[config.mk]
export PLATFORM = sky130hd
export DESIGN_NAME = multicycle_ctrl_flat
export DESIGN_NICKNAME = d
export VERILOG_FILES = /design/src/rtl/multicycle_ctrl_pkg.sv /design/src/rtl/multicycle_ctrl_if.sv /design/src/rtl/multicycle_ctrl_alu_dec.sv /design/src/rtl/multicycle_ctrl.sv /design/src/flat_wrapper.sv
export SDC_FILE = /design/constraint.sdc
export NUM_CORES = 1
export LEC_CHECK = 0
export BUFFER_PORTS_ARGS = -buffer_cell sky130_fd_sc_hd__buf_4
export CORE_UTILIZATION = 35
export DETAILED_ROUTE_END_ITERATION = 16
export PLACE_DENSITY = 0.58
export SYNTH_ARGS = -nofsm -noshare
export SYNTH_HDL_FRONTEND = slang
export SYNTH_SLANG_ARGS = --single-unit
[constraint.sdc]
create_clock -name clk -period 4.2 [get_ports clk]
set_clock_uncertainty 0.05 [all_clocks]
set_input_delay 0.84 -clock clk [delete_from_list [all_inputs] [get_ports clk]]
set_output_delay 0.84 -clock clk [all_outputs]
set_load 0.02 [all_outputs]
[src/rtl/multicycle_ctrl_pkg.sv]
// multicycle_ctrl_pkg: shared encodings, control-word type and per-state output decode
package multicycle_ctrl_pkg;
  localparam logic [6:0] OP_R   = 7'b0110011;
  localparam logic [6:0] OP_I   = 7'b0010011;
  localparam logic [6:0] OP_LW  = 7'b0000011;
  localparam logic [6:0] OP_SW  = 7'b0100011;
  localparam logic [6:0] OP_BEQ = 7'b1100011;
  localparam logic [2:0] ALU_ADD = 3'b000;
  localparam logic [2:0] ALU_SUB = 3'b001;
  localparam logic [2:0] ALU_AND = 3'b010;
  localparam logic [2:0] ALU_OR  = 3'b011;
  localparam logic [2:0] ALU_SLT = 3'b101;
  localparam logic [1:0] SRCA_PC    = 2'b00;
  localparam logic [1:0] SRCA_OLDPC = 2'b01;
  localparam logic [1:0] SRCA_RS1   = 2'b10;
  localparam logic [1:0] SRCB_RS2   = 2'b00;
  localparam logic [1:0] SRCB_IMM   = 2'b01;
  localparam logic [1:0] SRCB_4     = 2'b10;
  localparam logic [1:0] RES_ALUOUT = 2'b00;
  localparam logic [1:0] RES_MEM    = 2'b01;
  localparam logic [1:0] RES_ALU    = 2'b10;
  localparam logic ADR_PC     = 1'b0;
  localparam logic ADR_ALUOUT = 1'b1;
  typedef enum logic [3:0] {
    S_RESET, S_FETCH, S_DECODE, S_MEM_ADDR, S_MEM_READ, S_MEM_WB,
    S_MEM_WRITE, S_EXEC_R, S_EXEC_I, S_ALU_WB, S_BRANCH, S_HALT
  } state_t;
  typedef struct packed {
    logic       mem_req;
    logic       mem_we;
    logic       adr_src;
    logic       fetch;
    logic       branch;
    logic       reg_write;
    logic [1:0] alu_src_a;
    logic [1:0] alu_src_b;
    logic [2:0] alu_ctrl;
    logic [1:0] result_src;
    logic       halted;
  } ctrl_t;
  function automatic ctrl_t decode(state_t s, logic [2:0] alu_op);
    ctrl_t c;
    c = '0;
    case (s)
      S_FETCH:     begin c.mem_req = 1'b1; c.fetch = 1'b1; c.adr_src = ADR_PC; c.alu_src_a = SRCA_PC; c.alu_src_b = SRCB_4; end
      S_DECODE:    begin c.alu_src_a = SRCA_OLDPC; c.alu_src_b = SRCB_IMM; end
      S_MEM_ADDR:  begin c.alu_src_a = SRCA_RS1; c.alu_src_b = SRCB_IMM; end
      S_MEM_READ:  begin c.mem_req = 1'b1; c.adr_src = ADR_ALUOUT; end
      S_MEM_WB:    begin c.reg_write = 1'b1; c.result_src = RES_MEM; end
      S_MEM_WRITE: begin c.mem_req = 1'b1; c.mem_we = 1'b1; c.adr_src = ADR_ALUOUT; end
      S_EXEC_R:    begin c.alu_src_a = SRCA_RS1; c.alu_src_b = SRCB_RS2; c.alu_ctrl = alu_op; end
      S_EXEC_I:    begin c.alu_src_a = SRCA_RS1; c.alu_src_b = SRCB_IMM; c.alu_ctrl = alu_op; end
      S_ALU_WB:    begin c.reg_write = 1'b1; c.result_src = RES_ALUOUT; end
      S_BRANCH:    begin c.alu_src_a = SRCA_RS1; c.alu_src_b = SRCB_RS2; c.alu_ctrl = ALU_SUB; c.branch = 1'b1; c.result_src = RES_ALUOUT; end
      S_HALT:      c.halted = 1'b1;
      default:     c = '0;
    endcase
    return c;
  endfunction
endpackage

[src/rtl/multicycle_ctrl_if.sv]
// multicycle_ctrl_if: instruction fields, memory handshake and datapath controls
interface multicycle_ctrl_if;
  logic [6:0]  opcode;
  logic [2:0]  funct3;
  logic        funct7_5;
  logic        zero;
  logic        mem_ready;
  logic        mem_req;
  logic        mem_we;
  logic        adr_src;
  logic        ir_write;
  logic        pc_en;
  logic        reg_write;
  logic [1:0]  alu_src_a;
  logic [1:0]  alu_src_b;
  logic [2:0]  alu_ctrl;
  logic [1:0]  result_src;
  logic        halted;
  logic [31:0] instret;
  logic [3:0]  state_o;
  modport master (
    input  opcode, funct3, funct7_5, zero, mem_ready,
    output mem_req, mem_we, adr_src, ir_write, pc_en, reg_write,
           alu_src_a, alu_src_b, alu_ctrl, result_src, halted, instret, state_o
  );
  modport slave (
    output opcode, funct3, funct7_5, zero, mem_ready,
    input  mem_req, mem_we, adr_src, ir_write, pc_en, reg_write,
           alu_src_a, alu_src_b, alu_ctrl, result_src, halted, instret, state_o
  );
endinterface

[src/rtl/multicycle_ctrl_alu_dec.sv]
// alu_dec: funct3/funct7_5 to ALU operation, funct7_5 honoured only for R-type
module alu_dec
  import multicycle_ctrl_pkg::*;
(
  input  logic [2:0] funct3,
  input  logic       funct7_5,
  input  logic       r_type,
  output logic [2:0] alu_ctrl
);
  assign alu_ctrl = funct3 == 3'b000 ? ((r_type && funct7_5) ? ALU_SUB : ALU_ADD) :
                    funct3 == 3'b010 ? ALU_SLT :
                    funct3 == 3'b110 ? ALU_OR  :
                    funct3 == 3'b111 ? ALU_AND : ALU_ADD;
endmodule

[src/rtl/multicycle_ctrl.sv]
// multicycle_ctrl: fetch/decode/execute/memory/writeback sequencer with retire counter
module multicycle_ctrl
  import multicycle_ctrl_pkg::*;
(
  input  logic                clk,
  input  logic                rst_n,
  multicycle_ctrl_if.master   bus
);
  state_t      state, nxt;
  ctrl_t       c;
  logic [31:0] instret;
  logic [2:0]  alu_op;
  logic        retire;
  logic        load;
  alu_dec u_alu_dec (
    .funct3   (bus.funct3),
    .funct7_5 (bus.funct7_5),
    .r_type   (bus.opcode == OP_R),
    .alu_ctrl (alu_op)
  );
  assign load   = bus.opcode == OP_LW;
  assign retire = state inside {S_MEM_WB, S_ALU_WB, S_BRANCH} || (state == S_MEM_WRITE && bus.mem_ready);
  // next state: memory states hold until mem_ready, decode dispatches on opcode
  always_comb begin
    nxt = state;
    case (state)
      S_RESET:     nxt = S_FETCH;
      S_FETCH:     nxt = bus.mem_ready ? S_DECODE : S_FETCH;
      S_DECODE:    nxt = (load || bus.opcode == OP_SW) ? S_MEM_ADDR :
                         bus.opcode == OP_R   ? S_EXEC_R :
                         bus.opcode == OP_I   ? S_EXEC_I :
                         bus.opcode == OP_BEQ ? S_BRANCH : S_HALT;
      S_MEM_ADDR:  nxt = load ? S_MEM_READ : S_MEM_WRITE;
      S_MEM_READ:  nxt = bus.mem_ready ? S_MEM_WB : S_MEM_READ;
      S_MEM_WRITE: nxt = bus.mem_ready ? S_FETCH : S_MEM_WRITE;
      S_EXEC_R:    nxt = S_ALU_WB;
      S_EXEC_I:    nxt = S_ALU_WB;
      S_MEM_WB:    nxt = S_FETCH;
      S_ALU_WB:    nxt = S_FETCH;
      S_BRANCH:    nxt = S_FETCH;
      S_HALT:      nxt = S_HALT;
      default:     nxt = S_RESET;
    endcase
  end
  // state, control word registered from the next state, and retire counter
  always_ff @(posedge clk or negedge rst_n) begin
    if (!rst_n) begin
      state   <= S_RESET;
      c       <= '0;
      instret <= '0;
    end else begin
      state   <= nxt;
      c       <= decode(nxt, alu_op);
      instret <= instret + 32'(retire);
    end
  end
  assign bus.mem_req    = c.mem_req;
  assign bus.mem_we     = c.mem_we;
  assign bus.adr_src    = c.adr_src;
  assign bus.ir_write   = c.fetch & bus.mem_ready;
  assign bus.pc_en      = (c.fetch & bus.mem_ready) | (c.branch & bus.zero);
  assign bus.reg_write  = c.reg_write;
  assign bus.alu_src_a  = c.alu_src_a;
  assign bus.alu_src_b  = c.alu_src_b;
  assign bus.alu_ctrl   = c.alu_ctrl;
  assign bus.result_src = c.result_src;
  assign bus.halted     = c.halted;
  assign bus.instret    = instret;
  assign bus.state_o    = state;
endmodule

[src/flat_wrapper.sv]
// flat-port wrapper written by rule: the top's interface ports become plain ports
module multicycle_ctrl_flat import multicycle_ctrl_pkg::*;
  (clk, rst_n, bus_opcode, bus_funct3, bus_funct7_5, bus_zero, bus_mem_ready, bus_mem_req, bus_mem_we, bus_adr_src, bus_ir_write, bus_pc_en, bus_reg_write, bus_alu_src_a, bus_alu_src_b, bus_alu_ctrl, bus_result_src, bus_halted, bus_instret, bus_state_o);
  multicycle_ctrl_if bus_i ();
  input  logic clk;
  input  logic rst_n;
  input wire logic [$bits(bus_i.opcode)-1:0] bus_opcode;
  input wire logic [$bits(bus_i.funct3)-1:0] bus_funct3;
  input wire logic [$bits(bus_i.funct7_5)-1:0] bus_funct7_5;
  input wire logic [$bits(bus_i.zero)-1:0] bus_zero;
  input wire logic [$bits(bus_i.mem_ready)-1:0] bus_mem_ready;
  output wire logic [$bits(bus_i.mem_req)-1:0] bus_mem_req;
  output wire logic [$bits(bus_i.mem_we)-1:0] bus_mem_we;
  output wire logic [$bits(bus_i.adr_src)-1:0] bus_adr_src;
  output wire logic [$bits(bus_i.ir_write)-1:0] bus_ir_write;
  output wire logic [$bits(bus_i.pc_en)-1:0] bus_pc_en;
  output wire logic [$bits(bus_i.reg_write)-1:0] bus_reg_write;
  output wire logic [$bits(bus_i.alu_src_a)-1:0] bus_alu_src_a;
  output wire logic [$bits(bus_i.alu_src_b)-1:0] bus_alu_src_b;
  output wire logic [$bits(bus_i.alu_ctrl)-1:0] bus_alu_ctrl;
  output wire logic [$bits(bus_i.result_src)-1:0] bus_result_src;
  output wire logic [$bits(bus_i.halted)-1:0] bus_halted;
  output wire logic [$bits(bus_i.instret)-1:0] bus_instret;
  output wire logic [$bits(bus_i.state_o)-1:0] bus_state_o;
  assign bus_i.opcode = bus_opcode;
  assign bus_i.funct3 = bus_funct3;
  assign bus_i.funct7_5 = bus_funct7_5;
  assign bus_i.zero = bus_zero;
  assign bus_i.mem_ready = bus_mem_ready;
  assign bus_mem_req = bus_i.mem_req;
  assign bus_mem_we = bus_i.mem_we;
  assign bus_adr_src = bus_i.adr_src;
  assign bus_ir_write = bus_i.ir_write;
  assign bus_pc_en = bus_i.pc_en;
  assign bus_reg_write = bus_i.reg_write;
  assign bus_alu_src_a = bus_i.alu_src_a;
  assign bus_alu_src_b = bus_i.alu_src_b;
  assign bus_alu_ctrl = bus_i.alu_ctrl;
  assign bus_result_src = bus_i.result_src;
  assign bus_halted = bus_i.halted;
  assign bus_instret = bus_i.instret;
  assign bus_state_o = bus_i.state_o;
  multicycle_ctrl u_core (.clk(clk), .rst_n(rst_n), .bus(bus_i));
endmodule
Yosys cells after proc, flatten, opt, wreduce, memory -nomap -nowiden --
Index checks and enable logic that the tools add are counted.
Cells by class: bitwise logic cells 3, add/subtract/negate cells 1, reduce and logical (&&, ||, !) cells 15, muxes and demuxes 24, equal/unequal tests 30
Operators with widths (number):
- $add A32 B1 Y32 | 1
- $eq A4 B3 Y1 const B | 8
- $eq A4 B4 Y1 const B | 8
- $pmux W4 S8 | 1
- $eq A4 B2 Y1 const B | 4
- $pmux W4 S4 | 1
- $eq A7 B6 Y1 const B | 2
- $mux W4 | 3
- $reduce_or A2 Y1 | 6
- $mux W1 | 11
- $mux W3 | 3
- $eq A4 B1 Y1 const B | 2
- $mux W2 | 4
- $eq A7 B2 Y1 const B | 1
- $eq A7 B5 Y1 const B | 1
- $eq A7 B7 Y1 const B | 1
- $eq A3 B3 Y1 const B | 2
- $pmux W3 S2 | 1
- $logic_not A4 Y1 | 1
- $reduce_or A4 Y1 | 1
- $eq A3 B2 Y1 const B | 1
- $logic_not A3 Y1 | 1
- $reduce_bool A3 Y1 | 1
- $reduce_or A3 Y1 | 1
- 4 further kinds | 7
Word-level totals: output and inout bits 52, register bits after elaboration 51, logic and storage cells 86, bits of input ports 15

Depth between registers and ports, before layout --
Gate-level depths: netlist (run 1).
depth in word-level cells 9, depth in mapped cells 11

Hierarchy --
A second synthesis (run 1) with hierarchy kept.
Second synthesis, totals: cell total of the unflattened synthesis 217, area, all modules 2377.3 µm²
Modules (own cells, without submodules):
- multicycle_ctrl | cells each 212, seq. area each 1251.2 µm², area each 2348.5 µm², times used 1
- alu_dec | cells each 5, seq. area each 0.0 µm², area each 28.8 µm², times used 1

Worst setup path before layout (run 1) --
OpenSTA, ideal clock, no wires.
path type in2reg, start input port bus_mem_ready, end register u_core.instret[28], in the netlist u_core.bus.instret[28], slack 1.485 ns, data arrival time 2.585 ns, stages on the path 10, cells stage by stage nand3b_1 -> nand2_1 -> a22o_1 -> ha_1 -> ha_1 -> inv_1 -> nor3_2 -> nand4_1 -> nor3_1 -> xor2_1
Between the ends: word-level cells in the longest chain between the ends 3
Ends and longest elaborated chain:
- start: declaration | RTL line flat_wrapper.sv:11 | input wire logic [$bits(bus_i.mem_ready)-1:0] bus_mem_ready;
- $logic_and A1 B1 Y1 | RTL line multicycle_ctrl.sv:22 | assign retire = state inside {S_MEM_WB, S_ALU_WB, S_BRANCH} || (state == S_MEM_WRITE && bus.mem_ready);
- $logic_or A1 B1 Y1 | RTL line multicycle_ctrl.sv:22
- $add A32 B1 Y32 | RTL line multicycle_ctrl.sv:54 | instret <= instret + 32'(retire);
- end signal: assignment | RTL line multicycle_ctrl.sv:54
- end: declaration | RTL line multicycle_ctrl.sv:11 | logic [31:0] instret;
No other way between the ends.

Final worst setup path (run 1) --
start register u_core.state[3], in the netlist u_core.bus.state_o[3], end register u_core.instret[26], in the netlist u_core.bus.instret[26]
Between the ends: word-level cells in the longest chain between the ends 4
Ends and longest elaborated chain:
- start: declaration | RTL line multicycle_ctrl.sv:9 | state_t state, nxt;
- start signal: assignment | RTL line multicycle_ctrl.sv:52 | state <= nxt;
- $eq A4 B3 Y1 or $eq A4 B4 Y1 (tied branches) | RTL line multicycle_ctrl.sv:22
- $reduce_bool A3 Y1 or $logic_and A1 B1 Y1 (tied branches) | RTL line multicycle_ctrl.sv:22
- $logic_or A1 B1 Y1 * | RTL line multicycle_ctrl.sv:22
- $add A32 B1 Y32 * | RTL line multicycle_ctrl.sv:54
Mark *: on every way between the ends. The rest lies on a longest branch, timed or not.

==> impl_metrics.ini, run 1 <==
[clocking]
cts_tree = yes
post_cts_resized = 0
cts_inserted_buffers = 5
clock_latency_ns = 0.30
cts_setup_buffers = 0
cts.sinks = 50
clk_path_buf_depth = 2
path_clk_slew_ns = 0.09
clock-root-buffer = clkbuf_8
hold_buffers = 0
h-tree-depth = 2

[logic_synthesis]
synth_top_cells_by_area = dfrtp_1, xnor2_1, xor2_1, nand2_1, buf_4
ys_types = 47
ys_top_cells_by_count = dfrtp_1, nand2_1, xnor2_1
yosysMostFrequentCell = dfrtp_1
yosys_warnings = 0
muxShareOfSynthArea = 0
yosys.area.top_type = dfrtp_1
synth_top_family_by_area = simple AND/OR/NAND/NOR gates
yosysSeqAreaShare = 0.517
post_synth.cell_area_avg_um2 = 10.4
ys_seq_elements = 50
synth_ff_type = dfrtp_1
synth_area_um2 = 2420
netlist_instances = 232
syn_nets = 249
synthSimpleGateAreaFrac = 0.231
synth_edf_count = 0
synth_fa_ha_area_frac = 0.0103
async_flop_share = 1.00
synth_compound_area_frac = 0.0641
synth_top_area_frac = 0.517
synthXorXnorAreaFrac = 0.116

[sta]
hold_violations = 0
max_freq_mhz = 340
setup_tns_ns = 0
worst_slew_pin_slew_ns = 0.768
hold_ws_ns = 0.428
layout_setup_ws_ns = 1.26
period_share = 0.700
relSlewSlack = 0.485
rsz0062_at_grt = false
drv_slew = 0
period_needed_ns = 2.94
setup_viol = 0

[grt]
grt_pass1_wl_um = 8120
grt_antenna_before_repair = 0
grt_pass1_vias = 1700
grt_overflow = 0
grt.total_usage = 0.141
grt_start_max_net_pins = 51

[route]
drc = 0
num_vias = 1802
dr.first_iter.drc_count = 61
drt_pass1_iterations = 6
ant_nets = 0
routedWlPerCell_um = 13.2
vias_per_cell = 4.91
drt_wl_total_um = 4850

[worst_setup_path]
worstRegToRegCells = 10
path_max_fanout = 11
crit_path_start = u_core.bus.state_o[3]$_DFF_PN0_
critPathCaptureType = flop
crit_arrival_ns = 3.11
timing.rr.end = u_core.bus.instret[26]$_DFF_PN0_
r2r-start = u_core.bus.state_o[3]$_DFF_PN0_
required_ns = 4.37
endpoint = u_core.bus.instret[26]$_DFF_PN0_
startpoint_type = flop
crit_type = reg2reg
reg2reg_slack_ns = 1.26

[final_layout]
fillers = 634
design_area_um2 = 2990
drive_above_1_share = 0.286
layout.nets = 306
antenna_cells = 0
stdcell_count = 367
syn2layout_area_growth_pct = 23.7

[hold_path]
hold_path.class = reg2reg

[die]
die_height_um = 85.2
core-area_um2 = 6490
die_w_um = 85.2
pin_count = 67
start_util = 0.373
rows = 29
die_area_um2 = 7250

[run_status]
outcome = completed

[placed_design]
placement.cell_area_um2 = 2900
place_inst = 359
dp_hpwl_um = 3570
gp_congestion = 0.796
port_buffers = 65
dp_slack_ns = 1.01

[pwr]
ir_drop_mv = 0.215
power_leakage_uw = 0.00152
power_per_cell_area_nw_per_um2 = 501

[job]
drv_cap = 0
-- state kept, by name, summed over array words and instances, names as in the netlist --
signal and flops:
u_core.bus.adr_src 1, u_core.bus.alu_ctrl 3, u_core.bus.alu_src_a 2, u_core.bus.alu_src_b 2, u_core.bus.halted 1, u_core.bus.instret 32
u_core.bus.mem_req 1, u_core.bus.mem_we 1, u_core.bus.reg_write 1, u_core.bus.result_src 1, u_core.bus.state_o 4, u_core.c 1
-- per-stage QoR --
step / power (uW) / utilization
6_report: 1500 / 0.461
3_3_place_gp: 1230 / 0.447
4_1_cts: 1520 / 0.461
3_5_place_dp: 1240 / 0.447
2_1_floorplan: 1050 / -
5_1_grt: 1600 / 0.461
-- cell families (layout without fill, tap and decap cells) --
family,Yosys count,in the layout
compound gates,22,22
xor+xnor,32,32
fa+ha+maj,2,2
buf+inv,27,85
flops,50,50
other cells,1,1
simple gates,98,98
-- cells in the final DEF (no fill, tap or decap), types with 3 or more instances in the layout --
cell	n
xnor2_1	20
o21ai_0	3
buf_4	65
and2_1	3
nand4_1	9
nand2_1	21
nand3_1	8
nor3b_1	3
nor3_1	10
nor2b_1	3
xor2_1	12
a21oi_1	6
inv_1	12
nor2_1	16
dfrtp_1	50
nand2b_1	3
clkbuf_8	5
and3_1	4
-- how the worst min path moves through the flow --
| stage | from | end | cells after the start | slack [ns] |
|---|---|---|---|---|
| floorplan | rst_n | u_core.bus.adr_src$_DFF_PN0_ | 0 | 0.49 |
| global placement | u_core.bus.instret[31]$_DFF_PN0_ | u_core.bus.instret[31]$_DFF_PN0_ | 1 | 0.41 |
| detailed placement | u_core.bus.instret[31]$_DFF_PN0_ | u_core.bus.instret[31]$_DFF_PN0_ | 1 | 0.42 |
| CTS | u_core.bus.instret[31]$_DFF_PN0_ | u_core.bus.instret[31]$_DFF_PN0_ | 1 | 0.43 |
| global route | u_core.bus.instret[13]$_DFF_PN0_ | u_core.bus.instret[13]$_DFF_PN0_ | 1 | 0.47 |
| finish | u_core.bus.instret[31]$_DFF_PN0_ | u_core.bus.instret[31]$_DFF_PN0_ | 1 | 0.43 |
-- layout make-up --
cell class                      instances  area (um^2)  share of cell area
Clock inverter                          3         21.3             0.00711
Clock buffer                            5         68.8              0.0230
Tap cell                               77         96.3              0.0322
Inverter                               12         45.0              0.0151
Timing Repair Buffer                   65          488               0.163
Sequential cell                        50         1250               0.418
Multi-Input combinational cell        155         1020               0.342
-- routing by layer --
layer  GRT usage  routed length, um
met5           0                  0
met4      0.0462                 71
met3      0.0379                283
met2       0.220               2210
met1       0.192               2290
-- worst max-delay path: stages, from the launching register on --
cell and delay, ns:
dfrtp_1 0.58, or2b_1 0.28, nand2_1 0.10, a22o_1 0.14, ha_1 0.20, ha_1 0.24
inv_1 0.07, nor3_2 0.41, nand4_1 0.35, nor3_1 0.27, xnor2_1 0.15
-- power by group --
group	leakage (uW)	switching [uW]	internal, uW
clock	0.0000441	163	117
combinational	0.000815	315	247
sequential	0.000658	98.6	559
Power figures use the tool's default switching activity.
==> run 2: changes to the inputs <==
ABC_AREA = 1   (was unset)
PLACE_DENSITY = 0.6   (was 0.58)
clock period = 2.4 ns   (was 4.2 ns; I/O delays follow)
==> run 2 against run 1 <==
  * Non-clock buffer count increased by 11
  * Sequential power increased by 75%
  * Fmax increased by 25%
  * Hold slack got worse by 0.29 ns
  * Area after synthesis increased by 9.1%
  * Global-route usage increased by 2.5 points
  * Clock power increased by 76%
  * Power increased by 97%
  * Register-to-register slack got worse by 1.2 ns
  * Cell count increased by 32%
  * Utilization increased by 1.0 points
==> impl_metrics.ini, run 2 <==
[sta]
setup_viol = 0
period_needed_ns = 2.36
relSlewSlack = 0.582
setup_tns_ns = 0
period_share = 0.984
worst_slew_pin_slew_ns = 0.627
drv_slew = 0
max_freq_mhz = 424
hold_violations = 0
rsz0062_at_grt = true

[logic_synthesis]
async_flop_share = 1.00
ys_seq_elements = 50
synth_edf_count = 0
netlist_instances = 311
ys_types = 27
synth_top_cells_by_area = dfrtp_1, nand2_1, xor2_1, nor2_1, inv_1
yosysSeqAreaShare = 0.474
ys_top_cells_by_count = nand2_1, dfrtp_1, nor2_1
synth_ff_type = dfrtp_1
synth_area_um2 = 2640
syn_nets = 328
yosysMostFrequentCell = nand2_1
yosys_warnings = 0
synth_top_area_frac = 0.474
post_synth.cell_area_avg_um2 = 8.49
yosys.area.top_type = dfrtp_1

[worst_setup_path]
path_max_fanout = 4
crit_type = reg2reg
critPathCaptureType = flop
required_ns = 2.54
cp_num_buf_inv = 2
cpLargestDelayFamily = simple AND/OR/NAND/NOR gates
worst_path_largest_cell_delay_ns = 0.44
cpMostUsedCell = nand2_2
startpoint_type = flop
crit_chain = inv_2 -> nor2_4 -> inv_1 -> nand2_2 -> nand2_1 -> o21ai_1 -> ha_2 -> ha_4 -> nand2_2 -> nor2_4 -> nand3_2 -> nor3_4 -> nand2_2 -> nor2_4 -> nand2_2 -> xnor2_1
critPathSlowestCell = dfrtp_1
crit_arrival_ns = 2.50

[grt]
grt_overflow = 0
grt_pass1_vias = 2196
grt_pass1_wl_um = 10000
grt.total_usage = 0.167
grt_start_max_net_pins = 51
grt_antenna_before_repair = 0

[clocking]
path_clk_slew_ns = 0.10
h-tree-depth = 2
cts_inserted_buffers = 5
clock_latency_ns = 0.30
cts.sinks = 50
cts_tree = yes
clock-root-buffer = clkbuf_8
clk_path_buf_depth = 2
hold_buffers = 0

[placed_design]
place_inst = 471
port_buffers = 65
gp_congestion = 0.830
placement.cell_area_um2 = 3220
dp_hpwl_um = 4740

[final_layout]
final_common_cell = buf_4
design_area_um2 = 3410
antenna_cells = 0
utilization = 0.471
stdcell_count = 485
drive_above_1_share = 0.342
top_register = u_core.bus.instret
layout.nets = 402
fillers = 709
layout_common_cells = buf_4, nand2_1, dfrtp_1, nor2_1, inv_1
largest_register_ff_count = 32
syn2layout_area_growth_pct = 29.3

[pwr]
power.switching_uw = 1250
power_per_cell_area_nw_per_um2 = 864
pwr-share-comb = 0.443
power_frac_seq = 0.390
p_int_uw = 1700
power_leakage_uw = 0.00179
power_switching_share = 0.423
clkPwrFrac = 0.167
p_total_uw = 2950
ir_drop_mv = 0.458

[route]
drt_pass1_iterations = 4
dr.first_iter.drc_count = 69
drc = 0
vias_per_cell = 4.56
drt_wl_total_um = 6150
num_vias = 2214
ant_nets = 0
routedWlPerCell_um = 12.7

[die]
pin_count = 67
die_height_um = 88.9
die_area_um2 = 7890
core-area_um2 = 7250
start_util = 0.364
die_w_um = 88.9
rows = 31

[hold_path]
hold_path.class = in2async

[run_status]
outcome = completed

[job]
drv_cap = 0
==> run 2: final timing paths <==
path                                                         end                             start  slack [ns]  cells after the start
min in group clk                u_core.bus.alu_ctrl[1]$_DFF_PN0_                     bus_funct3[2]        0.37                      3
worst min-delay path            u_core.bus.instret[13]$_DFF_PN0_                             rst_n        0.13                      1
worst max register to register  u_core.bus.instret[18]$_DFF_PN0_   u_core.bus.state_o[3]$_DFF_PN0_        0.04                     16
max in group asynchronous        u_core.bus.state_o[0]$_DFF_PN0_                             rst_n        1.70                      1
worst min register to register  u_core.bus.instret[31]$_DFF_PN0_  u_core.bus.instret[31]$_DFF_PN0_        0.42                      1
worst max-delay path            u_core.bus.instret[18]$_DFF_PN0_   u_core.bus.state_o[3]$_DFF_PN0_        0.04                     16
==> run 2: metrics by stage <==
stage               hold slack, ns  setup slack, ns
floorplan                    0.134           0.0204
global placement             0.413           0.0984
detailed placement           0.418           0.0161
CTS                          0.154          0.00203
global route                 0.184           -0.144
finish                       0.134           0.0392
==> run 2: final cells by class <==
| cell class | instances | area (um^2) | share of cell area |
|---|---|---|---|
| inverters | 41 | 154 | 0.0451 |
| clock buffers | 5 | 68.8 | 0.0202 |
| multi-input cells | 211 | 1220 | 0.358 |
| repair buffers | 76 | 571 | 0.167 |
| well taps | 99 | 124 | 0.0363 |
| flip-flops and latches | 50 | 1250 | 0.367 |
| clock inverters | 3 | 21.3 | 0.00623 |
==> run 2: per-layer routing <==
layer  track usage  vias up  part of all wire
li1              -     1114                 -
met1         0.205     1043              0.43
met2         0.296       52              0.52
met3        0.0373        5             0.044
met4        0.0396        0            0.0076
met5             0        -                 0
==> run 2: cell families after synthesis <==
kind of cell,Yosys count,synth area share
adder cells (fa/ha/maj),2,0.00948
AND/OR/NAND/NOR,167,0.307
XOR/XNOR,30,0.0995
flip-flops,50,0.474
AO/OA/AOI/OAI,11,0.0246
other,1,0.00142
buffers and inverters,50,0.0839
==> run 2: power groups by stage <==
stage          Clock [uW]  Combinational (uW)  Sequential [uW]
4_1_cts               513                1250             1140
3_5_place_dp            0                1240             1150
5_1_grt               550                1450             1170
2_1_floorplan           0                 716             1270
3_3_place_gp            0                1240             1150
6_report              492                1310             1150
==> run 2: repair_timing <==
item                       in CTS  in global routing
setup endpoints to repair       0                 10
hold endpoints to repair        0                  0
resized for setup               0                 15
setup buffers                   0                  6
==> run 3: changes to the inputs <==
CORE_UTILIZATION = 30   (was 35)
PLACE_DENSITY = 0.53   (was 0.6)
RECOVER_POWER = 50   (was unset)
==> run 3 against run 2 <==
  * Clock power rose by 22%
  * Cell area increased by 2.8%
  * Critical path depth fell by 1
  * Hold slack improved by 0.22 ns
  * Die area grew 16%
  * Via count grew 1.4%
  * Cell count increased by 2.7%
  * Non-clock buffer count is 7 higher
  * Critical path type unchanged
  * Largest cell class unchanged
==> impl_metrics.ini, run 3 (synthesized netlist as in run 2, its figures left out) <==
[clocking]
h-tree-depth = 2
cts_inserted_buffers = 5
clk_path_buf_depth = 2
path_clk_slew_ns = 0.10
clock-root-buffer = clkbuf_8
cts_tree = yes
cts.sinks = 50
clock_latency_ns = 0.30

[final_layout]
syn2layout_area_growth_pct = 33.0
stdcell_count = 498
layout.nets = 409
layout_common_cells = buf_4, nand2_1, dfrtp_1, nor2_1, inv_1
largest_register_ff_count = 32
antenna_cells = 0
top_register = u_core.bus.instret
fillers = 852
drive_above_1_share = 0.356
final_common_cell = buf_4
utilization = 0.419

[die]
die_height_um = 95.8
rows = 33
core-area_um2 = 8380
die_area_um2 = 9180
pin_count = 67
die_w_um = 95.8
start_util = 0.315

[grt]
grt-busiest-layer = met2
use_met1 = 0.164
grt_use_met3 = 0.0340
gr-usage-met2 = 0.266
grt_pass1_vias = 2195
grt_overflow = 0
grt_start_max_net_pins = 51
grt.total_usage = 0.143
grt_antenna_before_repair = 0
grt_pass1_wl_um = 10200

[worst_setup_path]
cpLargestDelayFamily = simple AND/OR/NAND/NOR gates
path_max_fanout = 5
critPathCaptureType = flop
startpoint_type = flop
worst_path_largest_cell_delay_ns = 0.46
crit_arrival_ns = 2.51
crit_path_start = u_core.bus.state_o[0]$_DFF_PN0_
critPathSlowestCell = dfrtp_2
required_ns = 2.55
cp_num_buf_inv = 1
crit_type = reg2reg
r2r-start = u_core.bus.state_o[0]$_DFF_PN0_
crit_chain = nand2_2 -> inv_2 -> nor2_4 -> nand2_1 -> o21ai_1 -> ha_2 -> ha_4 -> nand2_4 -> nor2_4 -> nand3_4 -> nor3_4 -> nand2_2 -> nor2_4 -> nand2_2 -> xnor2_2

[sta]
period_needed_ns = 2.36
max_freq_mhz = 423
hold_violations = 0
period_share = 0.984
setup_viol = 0
relSlewSlack = 0.164
drv_slew = 0
worst_slew_pin_slew_ns = 1.25
rsz0062_at_grt = true

[pwr]
power_frac_seq = 0.368
clkPwrFrac = 0.189
power.switching_uw = 1280
pwr-share-comb = 0.443
p_int_uw = 1880
power_leakage_uw = 0.00184
ir_drop_mv = 0.345
power_switching_share = 0.405
power_per_cell_area_nw_per_um2 = 900

[placed_design]
dp_hpwl_um = 4900
gp_congestion = 0.819
port_buffers = 65
place_inst = 478

[route]
vias_per_cell = 4.51
routedWlPerCell_um = 12.7
drt_wl_total_um = 6340
dr.first_iter.drc_count = 67
drc = 0
drt_pass1_iterations = 4
ant_nets = 0
num_vias = 2244

[run_status]
outcome = completed

[job]
drv_cap = 0

[hold_path]
holdCritStartpoint = bus_funct3[2]
hold_path.class = in2reg
==> run 3: cell types whose count changed in the layout (fill, tap and decap cells not counted), sizes merged <==
cell and delta:
clkbuf +2, buf +6, clkinv -2, bufinv +1
==> run 3: per-stage QoR <==
stage / hold slack (ns) / power [uW] / setup TNS, ns / worst slack, ns / area [um^2]
finish: 0.357 / 3160 / 0 / 0.0383 / 3510
global route: 0.364 / 3380 / -0.137 / -0.116 / 3510
CTS: 0.171 / 3040 / 0 / 0.0135 / 3350
detailed placement: 0.432 / 2430 / -0.0124 / -0.0124 / 3240
global placement: 0.412 / 2430 / 0 / 0.0822 / 3240
floorplan: 0.134 / 1990 / 0 / 0.0204 / 2640
==> run 3: layout make-up <==
class	count	area [um^2]	area share
clock inverter	2	37.5	0.0107
clock buffer	6	72.6	0.0207
inverter	41	154	0.0438
multi-input combinational	211	1240	0.353
tap	105	131	0.0374
sequential	50	1260	0.358
timing repair buffer	83	621	0.177
==> run 3: repair_timing <==
action                                  4_1_cts  5_1_grt
setup buffers                                 0       12
pin swaps                                     0       10
endpoints found under the setup margin        1       10
hold buffers                                  0        0
gates resized for setup                       2       19
==> run 3: power groups by stage <==
stage | Sequential, uW | Combinational (uW) | Clock [uW]
6_report | 1160 | 1400 | 598
5_1_grt | 1190 | 1550 | 649
4_1_cts | 1150 | 1270 | 618
3_5_place_dp | 1160 | 1260 | 0
3_3_place_gp | 1160 | 1270 | 0
2_1_floorplan | 1270 | 716 | 0
==> run 3: final timing paths <==
| kind | end | slack [ns] | cells after the start |
|---|---|---|---|
| setup reg to reg | u_core.bus.instret[18]$_DFF_PN0_ | 0.04 | 15 |
| min in group asynchronous | u_core.bus.instret[19]$_DFF_PN0_ | 0.38 | 1 |
| setup / recovery | u_core.bus.instret[18]$_DFF_PN0_ | 0.04 | 15 |
| hold reg to reg | u_core.bus.instret[31]$_DFF_PN0_ | 0.44 | 1 |
| max in group asynchronous | u_core.bus.state_o[0]$_DFF_PN0_ | 1.09 | 1 |
| hold / removal | u_core.bus.alu_ctrl[1]$_DFF_PN0_ | 0.36 | 3 |
==> run 3: worst register-to-register path, cell delays in order (launching register included) <==
cell and delay (ns):
dfrtp_2 0.46, nand2_2 0.12, inv_2 0.07, nor2_4 0.10
nand2_1 0.05, o21ai_1 0.08, ha_2 0.22, ha_4 0.15
nand2_4 0.05, nor2_4 0.15, nand3_4 0.10, nor3_4 0.20
nand2_2 0.10, nor2_4 0.14, nand2_2 0.07, xnor2_2 0.14
==> run 3: metal layers <==
layer	wire (um)	part of all wire
met1	2690	0.42
met2	3300	0.52
met3	284	0.045
met5	0	0
met4	65	0.010
